`config.mk`:
```
export PLATFORM = sky130hd
export DESIGN_NAME = midi_io
export DESIGN_NICKNAME = d
export VERILOG_FILES = /design/src/rtl/midi_pkg.sv /design/src/rtl/btn_debounce.sv /design/src/rtl/midi_io.sv
export SDC_FILE = /design/constraint.sdc
export NUM_CORES = 1
export LEC_CHECK = 0
export CAP_MARGIN = 0
export CORE_MARGIN = 3
export CORE_UTILIZATION = 53
export CTS_CLUSTER_SIZE = 12
export DETAILED_ROUTE_END_ITERATION = 8
export PLACE_DENSITY = 0.76
export SETUP_SLACK_MARGIN = 0.3
export SYNTH_ARGS = -nofsm -noshare
export SYNTH_HDL_FRONTEND = slang
export SYNTH_SLANG_ARGS = --single-unit
export TNS_END_PERCENT = 1
```
`constraint.sdc`:
```
create_clock -name clk -period 2.3 [get_ports clk]
set_clock_uncertainty 0.05 [all_clocks]
set_input_delay 0.46 -clock clk [delete_from_list [all_inputs] [get_ports clk]]
set_output_delay 0.46 -clock clk [all_outputs]
set_load 0.05 [all_outputs]
```
`src/rtl/midi_pkg.sv`:
```
// Shared MIDI constants, message-length helper and FSM state types for midi_io.
package midi_pkg;

    localparam logic [7:0] STATUS_MIN    = 8'h80;
    localparam logic [7:0] SYSTEM_MIN    = 8'hF0;
    localparam logic [7:0] TWO_BYTE_MIN  = 8'hC0;
    localparam logic [7:0] TWO_BYTE_MAX  = 8'hDF;
    localparam int unsigned MAX_TX_BITS  = 30;

    typedef enum logic [1:0] {RX_IDLE, RX_START, RX_DATA, RX_STOP} rx_state_t;
    typedef enum logic {TX_IDLE, TX_SEND} tx_state_t;

    function automatic logic is_system(input logic [7:0] b);
        return b >= SYSTEM_MIN;
    endfunction

    function automatic logic is_status(input logic [7:0] b);
        return (b >= STATUS_MIN) && (b < SYSTEM_MIN);
    endfunction

    // Total message length in bytes (status included) for a channel status byte.
    function automatic logic [1:0] msg_len(input logic [7:0] status);
        return ((status >= TWO_BYTE_MIN) && (status <= TWO_BYTE_MAX)) ? 2'd2 : 2'd3;
    endfunction

endpackage

```
`src/rtl/btn_debounce.sv`:
```
// Active-low button: 2-flop synchronizer plus consecutive-disagreement debounce counter.
module btn_debounce #(
    parameter int unsigned DEBOUNCE_CNT = 21
) (
    input  logic clk,
    input  logic rst,
    input  logic btn,
    output logic pressed
);

    // State flips on the (2^N-1)th consecutive disagreeing cycle.
    localparam logic [DEBOUNCE_CNT-1:0] CNT_LAST = DEBOUNCE_CNT'((64'd1 << DEBOUNCE_CNT) - 64'd2);

    logic                    meta;
    logic                    sync;
    logic [DEBOUNCE_CNT-1:0] cnt;

    always_ff @(posedge clk or negedge rst) begin
        if (!rst) begin
            meta    <= 1'b1;
            sync    <= 1'b1;
            cnt     <= '0;
            pressed <= 1'b0;
        end else begin
            meta <= btn;
            sync <= meta;
            if (!sync != pressed) begin
                if (cnt == CNT_LAST) begin
                    pressed <= !sync;
                    cnt     <= '0;
                end else begin
                    cnt <= cnt + 1'b1;
                end
            end else begin
                cnt <= '0;
            end
        end
    end

endmodule

```
`src/rtl/midi_io.sv`:
```
// MIDI front panel: debounced button select with save mode, MIDI byte receiver/parser
// and framed MIDI message transmitter.
module midi_io #(
    parameter int unsigned BIT_TICKS    = 3200,
    parameter int unsigned DEBOUNCE_CNT = 21
) (
    input  logic       clk,
    input  logic       rst,
    input  logic       board_btn,
    input  logic       btn2_pin_1,
    input  logic       btn2_pin_2,
    input  logic [1:0] midi_in_state,
    output logic [1:0] btn_index,
    output logic       save_mode,
    input  logic       midi_rx,
    output logic       rx_done,
    output logic [7:0] rx_status,
    output logic [7:0] rx_data1,
    output logic [7:0] rx_data2,
    output logic [1:0] rx_bytes,
    input  logic [7:0] tx_status,
    input  logic [7:0] tx_data1,
    input  logic [7:0] tx_data2,
    input  logic [7:0] tx_bits,
    input  logic       tx_trigger,
    output logic       midi_tx,
    output logic       tx_busy
);

    import midi_pkg::*;

    localparam int unsigned TICK_W = ($clog2(BIT_TICKS) < 1) ? 1 : $clog2(BIT_TICKS);
    localparam logic [TICK_W-1:0] TICK_LAST = TICK_W'(BIT_TICKS - 1);
    localparam logic [TICK_W-1:0] HALF_LAST = TICK_W'(BIT_TICKS / 2 - 1);

    // ---------------- buttons ----------------
    logic [2:0] pressed;
    logic [1:0] prev_index;

    btn_debounce #(.DEBOUNCE_CNT(DEBOUNCE_CNT)) u_db_board (
        .clk(clk), .rst(rst), .btn(board_btn), .pressed(pressed[0]));
    btn_debounce #(.DEBOUNCE_CNT(DEBOUNCE_CNT)) u_db_pin1 (
        .clk(clk), .rst(rst), .btn(btn2_pin_1), .pressed(pressed[1]));
    btn_debounce #(.DEBOUNCE_CNT(DEBOUNCE_CNT)) u_db_pin2 (
        .clk(clk), .rst(rst), .btn(btn2_pin_2), .pressed(pressed[2]));

    // The selected button keeps its index while held; otherwise pick by priority.
    always_ff @(posedge clk or negedge rst) begin
        if (!rst) begin
            btn_index  <= 2'd0;
            prev_index <= 2'd0;
            save_mode  <= 1'b0;
        end else begin
            prev_index <= btn_index;
            if (btn_index != 2'd0 && pressed[btn_index - 2'd1]) begin
                btn_index <= btn_index;
            end else if (pressed[0]) begin
                btn_index <= 2'd1;
            end else if (pressed[1]) begin
                btn_index <= 2'd2;
            end else if (pressed[2]) begin
                btn_index <= 2'd3;
            end else begin
                btn_index <= 2'd0;
            end
            if (btn_index == 2'd0) begin
                save_mode <= 1'b0;
            end else if (prev_index == 2'd0 && midi_in_state == 2'd1) begin
                save_mode <= 1'b1;
            end
        end
    end

    // ---------------- RX byte receiver ----------------
    rx_state_t         rx_state;
    logic [TICK_W-1:0] rx_tick;
    logic [2:0]        rx_bit;
    logic [7:0]        rx_shift;
    logic              rx_meta, rx_sync, rx_prev;
    logic              byte_stb;
    logic [7:0]        byte_q;

    always_ff @(posedge clk or negedge rst) begin
        if (!rst) begin
            rx_state <= RX_IDLE;
            rx_tick  <= '0;
            rx_bit   <= 3'd0;
            rx_shift <= 8'h00;
            rx_meta  <= 1'b1;
            rx_sync  <= 1'b1;
            rx_prev  <= 1'b1;
            byte_stb <= 1'b0;
            byte_q   <= 8'h00;
        end else begin
            rx_meta  <= midi_rx;
            rx_sync  <= rx_meta;
            rx_prev  <= rx_sync;
            byte_stb <= 1'b0;
            case (rx_state)
                RX_IDLE: begin
                    if (rx_prev && !rx_sync) begin
                        rx_state <= RX_START;
                        rx_tick  <= '0;
                    end
                end
                RX_START: begin
                    if (rx_tick == HALF_LAST) begin
                        rx_tick  <= '0;
                        rx_bit   <= 3'd0;
                        rx_state <= rx_sync ? RX_IDLE : RX_DATA;
                    end else begin
                        rx_tick <= rx_tick + 1'b1;
                    end
                end
                RX_DATA: begin
                    if (rx_tick == TICK_LAST) begin
                        rx_tick  <= '0;
                        rx_shift <= {rx_sync, rx_shift[7:1]};
                        rx_bit   <= rx_bit + 3'd1;
                        if (rx_bit == 3'd7) begin
                            rx_state <= RX_STOP;
                        end
                    end else begin
                        rx_tick <= rx_tick + 1'b1;
                    end
                end
                RX_STOP: begin
                    if (rx_tick == TICK_LAST) begin
                        rx_tick  <= '0;
                        rx_state <= RX_IDLE;
                        if (rx_sync) begin
                            byte_stb <= 1'b1;
                            byte_q   <= rx_shift;
                        end
                    end else begin
                        rx_tick <= rx_tick + 1'b1;
                    end
                end
                default: rx_state <= RX_IDLE;
            endcase
        end
    end

    // ---------------- RX message parser (running status aware) ----------------
    logic       have_status;
    logic [7:0] run_status;
    logic [1:0] exp_len;
    logic       data_idx;
    logic [7:0] data1_q;

    always_ff @(posedge clk or negedge rst) begin
        if (!rst) begin
            have_status <= 1'b0;
            run_status  <= 8'h00;
            exp_len     <= 2'd3;
            data_idx    <= 1'b0;
            data1_q     <= 8'h00;
            rx_done     <= 1'b0;
            rx_status   <= 8'h00;
            rx_data1    <= 8'h00;
            rx_data2    <= 8'h00;
            rx_bytes    <= 2'd0;
        end else if (byte_stb && !is_system(byte_q)) begin
            if (is_status(byte_q)) begin
                have_status <= 1'b1;
                run_status  <= byte_q;
                exp_len     <= msg_len(byte_q);
                data_idx    <= 1'b0;
                rx_done     <= 1'b0;
            end else if (have_status) begin
                if (!data_idx && exp_len == 2'd2) begin
                    rx_status <= run_status;
                    rx_data1  <= byte_q;
                    rx_data2  <= 8'h00;
                    rx_bytes  <= 2'd2;
                    rx_done   <= 1'b1;
                end else if (!data_idx) begin
                    data1_q  <= byte_q;
                    data_idx <= 1'b1;
                    rx_done  <= 1'b0;
                end else begin
                    rx_status <= run_status;
                    rx_data1  <= data1_q;
                    rx_data2  <= byte_q;
                    rx_bytes  <= 2'd3;
                    rx_done   <= 1'b1;
                    data_idx  <= 1'b0;
                end
            end
        end
    end

    // ---------------- TX ----------------
    tx_state_t         tx_state;
    logic [TICK_W-1:0] tx_tick;
    logic [4:0]        tx_left;
    logic [28:0]       tx_shift;
    logic              trig_prev;
    logic [4:0]        tx_count_c;
    logic [29:0]       tx_frame_c;

    assign tx_count_c = (tx_bits > 8'(MAX_TX_BITS)) ? 5'(MAX_TX_BITS) : tx_bits[4:0];
    assign tx_frame_c = {1'b1, tx_data2, 1'b0, 1'b1, tx_data1, 1'b0, 1'b1, tx_status, 1'b0};

    // Frame is latched whole; bits leave LSB first, one per BIT_TICKS cycles.
    always_ff @(posedge clk or negedge rst) begin
        if (!rst) begin
            tx_state  <= TX_IDLE;
            tx_tick   <= '0;
            tx_left   <= 5'd0;
            tx_shift  <= '1;
            trig_prev <= 1'b0;
            midi_tx   <= 1'b1;
            tx_busy   <= 1'b0;
        end else begin
            trig_prev <= tx_trigger;
            case (tx_state)
                TX_IDLE: begin
                    if (tx_trigger && !trig_prev && tx_count_c != 5'd0) begin
                        tx_state <= TX_SEND;
                        midi_tx  <= tx_frame_c[0];
                        tx_shift <= tx_frame_c[29:1];
                        tx_left  <= tx_count_c;
                        tx_tick  <= '0;
                        tx_busy  <= 1'b1;
                    end
                end
                TX_SEND: begin
                    if (tx_tick == TICK_LAST) begin
                        tx_tick <= '0;
                        if (tx_left == 5'd1) begin
                            tx_state <= TX_IDLE;
                            midi_tx  <= 1'b1;
                            tx_busy  <= 1'b0;
                        end else begin
                            midi_tx  <= tx_shift[0];
                            tx_shift <= {1'b1, tx_shift[28:1]};
                            tx_left  <= tx_left - 5'd1;
                        end
                    end else begin
                        tx_tick <= tx_tick + 1'b1;
                    end
                end
                default: tx_state <= TX_IDLE;
            endcase
        end
    end

endmodule

```
==> results.tsv <==
metric	value	unit
run status	finished, final reports clean	
Initial Util	54.5	%
largest incremental delay on the critical path	0.82	ns
Core Region	0.0182	mm2
proportion of synthesized chip area in sequential cells	53.2	%
DR pass1 iterations	5	
async set or reset register ratio after synthesis	100	%
most common cell after layout, fill and taps aside	dfrtp_1	
diode count	0	
internal power contribution	6.09	mW
number of antenna violations at the first check in global routing	0	
register-to-register setup slack	0.19	ns
via count	7242	
clock insertion delay at the later pin of the skew report	0.50	ns
Total Routing Usage GR	20.5	%
Mapped Avg Cell Area	11.1	um2
CTS Sinks	209	
buffer depth of the longest clock path	3	
Final Max Slew Viols	0	
clock network fraction of total power	43.8	%
Hold Path Origin	u_db_board.meta	
Synthesis Warnings	0	
number of synthesized flops with an enable pin	0	
synthesized netlist net count	951	
crit share post-route	96.0	%
Setup violations, final	0	
final sum of negative setup slack	0	ns
Buf/Inv on CP	1	
non-filler instance count after layout	1253	
Least-Margin Pin Slew	0.656	ns
total CTS buffers	23	
maximum number of pins on one net before global-route repair	60	
worst setup path class	flop to primary output	
CTS tree	yes	
commonest cells after routing, fill and taps aside	170 x dfrtp_1, 81 x nand2_1, 68 x clkdlybuf4s50_1	
worst rel slew slack	56.0	%
biggest fanout along the worst timing path	2	
root buffer cell	clkbuf_16	
hold slack	0.305	ns
cells along the critical path	clkdlybuf4s50_1	
total global routing overflow	0	
number of rows in the core area	49	
total placed instance area	0.0112	mm2
initial drt markers	390	
number of routed nets with antenna violations	0	
Die Outline Area	0.0204	mm2
data required time at the worst endpoint	1.79	ns
logic gate share of total power	7.4	%
via count of the first global-routing pass	7121	
number of placed instances, taps included	1210	
clock transition time at the flip-flop clock pins of the worst setup and hold paths	0.06	ns
Chip Height	143	um
share of power burned in registers	48.8	%
Die X-Extent	143	um
Leakage Power	5.25	nW
startpoint of the worst register-to-register path	rx_tick[1]	
fraction of power spent switching nets	23.0	%
Critical-path top delay cell	clkdlybuf4s50_1	
Synth Cell Area	0.00993	mm2
area added between synthesis and finish	20.5	%
Hold Path Class	flop to flop	
Detailed Place HPWL	13.9	mm
worst hold path stage count	0	
count of unresolved DRC violations after routing	0	
overall routed net length	20.7	mm
cell count after synthesis	897	
Yosys cell types	65	
global-route wire length before repair	35.1	mm
Largest delay share family, worst path	buffers and inverters	
routed length per instance	16.5	um
top-level port count	73	
critical path data arrival time	1.70	ns
Critical Path Sink Type	primary output	
summed area of non-filler cells in the final layout	0.0120	mm2
CP startpoint kind	flop	
FF-to-FF path depth	6	
unrepaired setup endpoints after global routing	yes	
weighted congestion at the end of routability-driven global placement	0.820	
Top FF cell, synth	dfrtp_1	
number of filler instances in the final layout	1391	
Hold Fails Final Rpt	0	
flops & latches, synth	209	
CTS HTree Levels	1	
fin crit period	2.21	ns
IR drop worst, VDD	0.709	mV
drt via density	5.78	
final net count	1063	
net switching power figure	1.81	mW
FMAX	453	MHz
Power Density	660	mW/mm2
count of port buffers added during placement	72	
fraction of final layout cells sized beyond drive strength 1	21.6	%
count of max-cap constraint violations	0	
Hold Path End	u_db_board.sync	
worst reg2reg endpoint	rx_state[0]	
total stage count of the critical path	1	
[metrics by stage]
step	power, mW	setup WS [ns]	util, %
2_1_floorplan	4.21	0.144	-
3_3_place_gp	4.49	-0.327	61.4
3_5_place_dp	4.50	-0.335	61.4
4_1_cts	7.98	0.0280	65.3
5_1_grt	8.21	0.0296	65.7
6_report	7.90	0.0924	65.7
[cells in the mapped netlist, drive strengths merged (21+ instances only)]
master	count	area share (%)
dfrtp	170	43
nand2	81	3.1
mux2	77	9.5
nor2	68	2.7
o21ai	41	2.1
dfstp	39	10
nand3	37	2.0
nand4	31	2.0
a21oi	30	1.5
inv	25	0.95
xnor2	22	1.9
clkbuf	21	0.79
[worst max path at each step]
stage | to | slack [ns] | start
2_1_floorplan | tx_left[1] | 0.14 | tx_bits[1]
3_3_place_gp | tx_shift[14] | -0.33 | tx_bits[1]
3_5_place_dp | tx_shift[5] | -0.33 | tx_bits[1]
4_1_cts | rx_status[3] | 0.03 | rx_status[3]
5_1_grt | btn_index[0] | 0.03 | btn_index[0]
6_report | rx_status[7] | 0.09 | rx_status[7]
[logic make-up after synthesis]
| kind of cell | after synthesis | share of synthesized area (%) |
|---|---|---|
| fa+ha+maj | 13 | 1.64 |
| simple gates | 333 | 17.8 |
| mux | 95 | 11.3 |
| flops | 209 | 53.2 |
| xor+xnor | 41 | 3.62 |
| compound gates | 144 | 9.58 |
| buf+inv | 62 | 2.82 |
[repair_timing]
item | in CTS | in global routing
pin swaps | 0 | 1
endpoints found under the setup margin | 106 | 142
gates cloned | 0 | 1
hold buffers | 1 | 0
endpoints found under the hold margin | 54 | 0
resized for setup | 2 | 7
setup buffers | 0 | 1
[power groups by stage]
| stage | logic, mW | clock network, mW | registers, mW |
|---|---|---|---|
| CTS | 0.594 | 3.53 | 3.85 |
| detailed placement | 0.588 | 0 | 3.92 |
| finish | 0.586 | 3.46 | 3.86 |
| global placement | 0.574 | 0 | 3.91 |
| global route | 0.655 | 3.69 | 3.87 |
| floorplan | 0.300 | 0 | 3.91 |
[per-layer routing]
metal | wire length [um] | vias to the layer above | share of wire (%) | GRT usage, %
li1 | - | 3477 | - | -
met4 | 427 | 0 | 2.1 | 4.55
met1 | 9410 | 3628 | 46 | 29.0
met2 | 10200 | 107 | 49 | 34.2
met3 | 630 | 30 | 3.1 | 2.75
met5 | 0 | - | 0 | 0
[layout make-up]
| type | count | area, um2 | share of cell area [%] |
|---|---|---|---|
| Timing Repair Buffer | 124 | 1200 | 10.0 |
| Clock buffer | 36 | 654 | 5.47 |
| Inverter | 25 | 93.8 | 0.784 |
| Tap cell | 229 | 287 | 2.40 |
| Sequential cell | 209 | 5280 | 44.1 |
| Multi-Input combinational cell | 626 | 4400 | 36.8 |
| Clock inverter | 4 | 47.5 | 0.397 |
[state kept, by name, summed over array words and instances, names as in the netlist, 12 cells and up, named ones only]
signal          flops
u_db_board.cnt     21
tx_tick            12
rx_tick            12
tx_shift           28
u_db_pin2.cnt      21
u_db_pin1.cnt      21
Note: power is estimated with default switching activity, not from simulation.
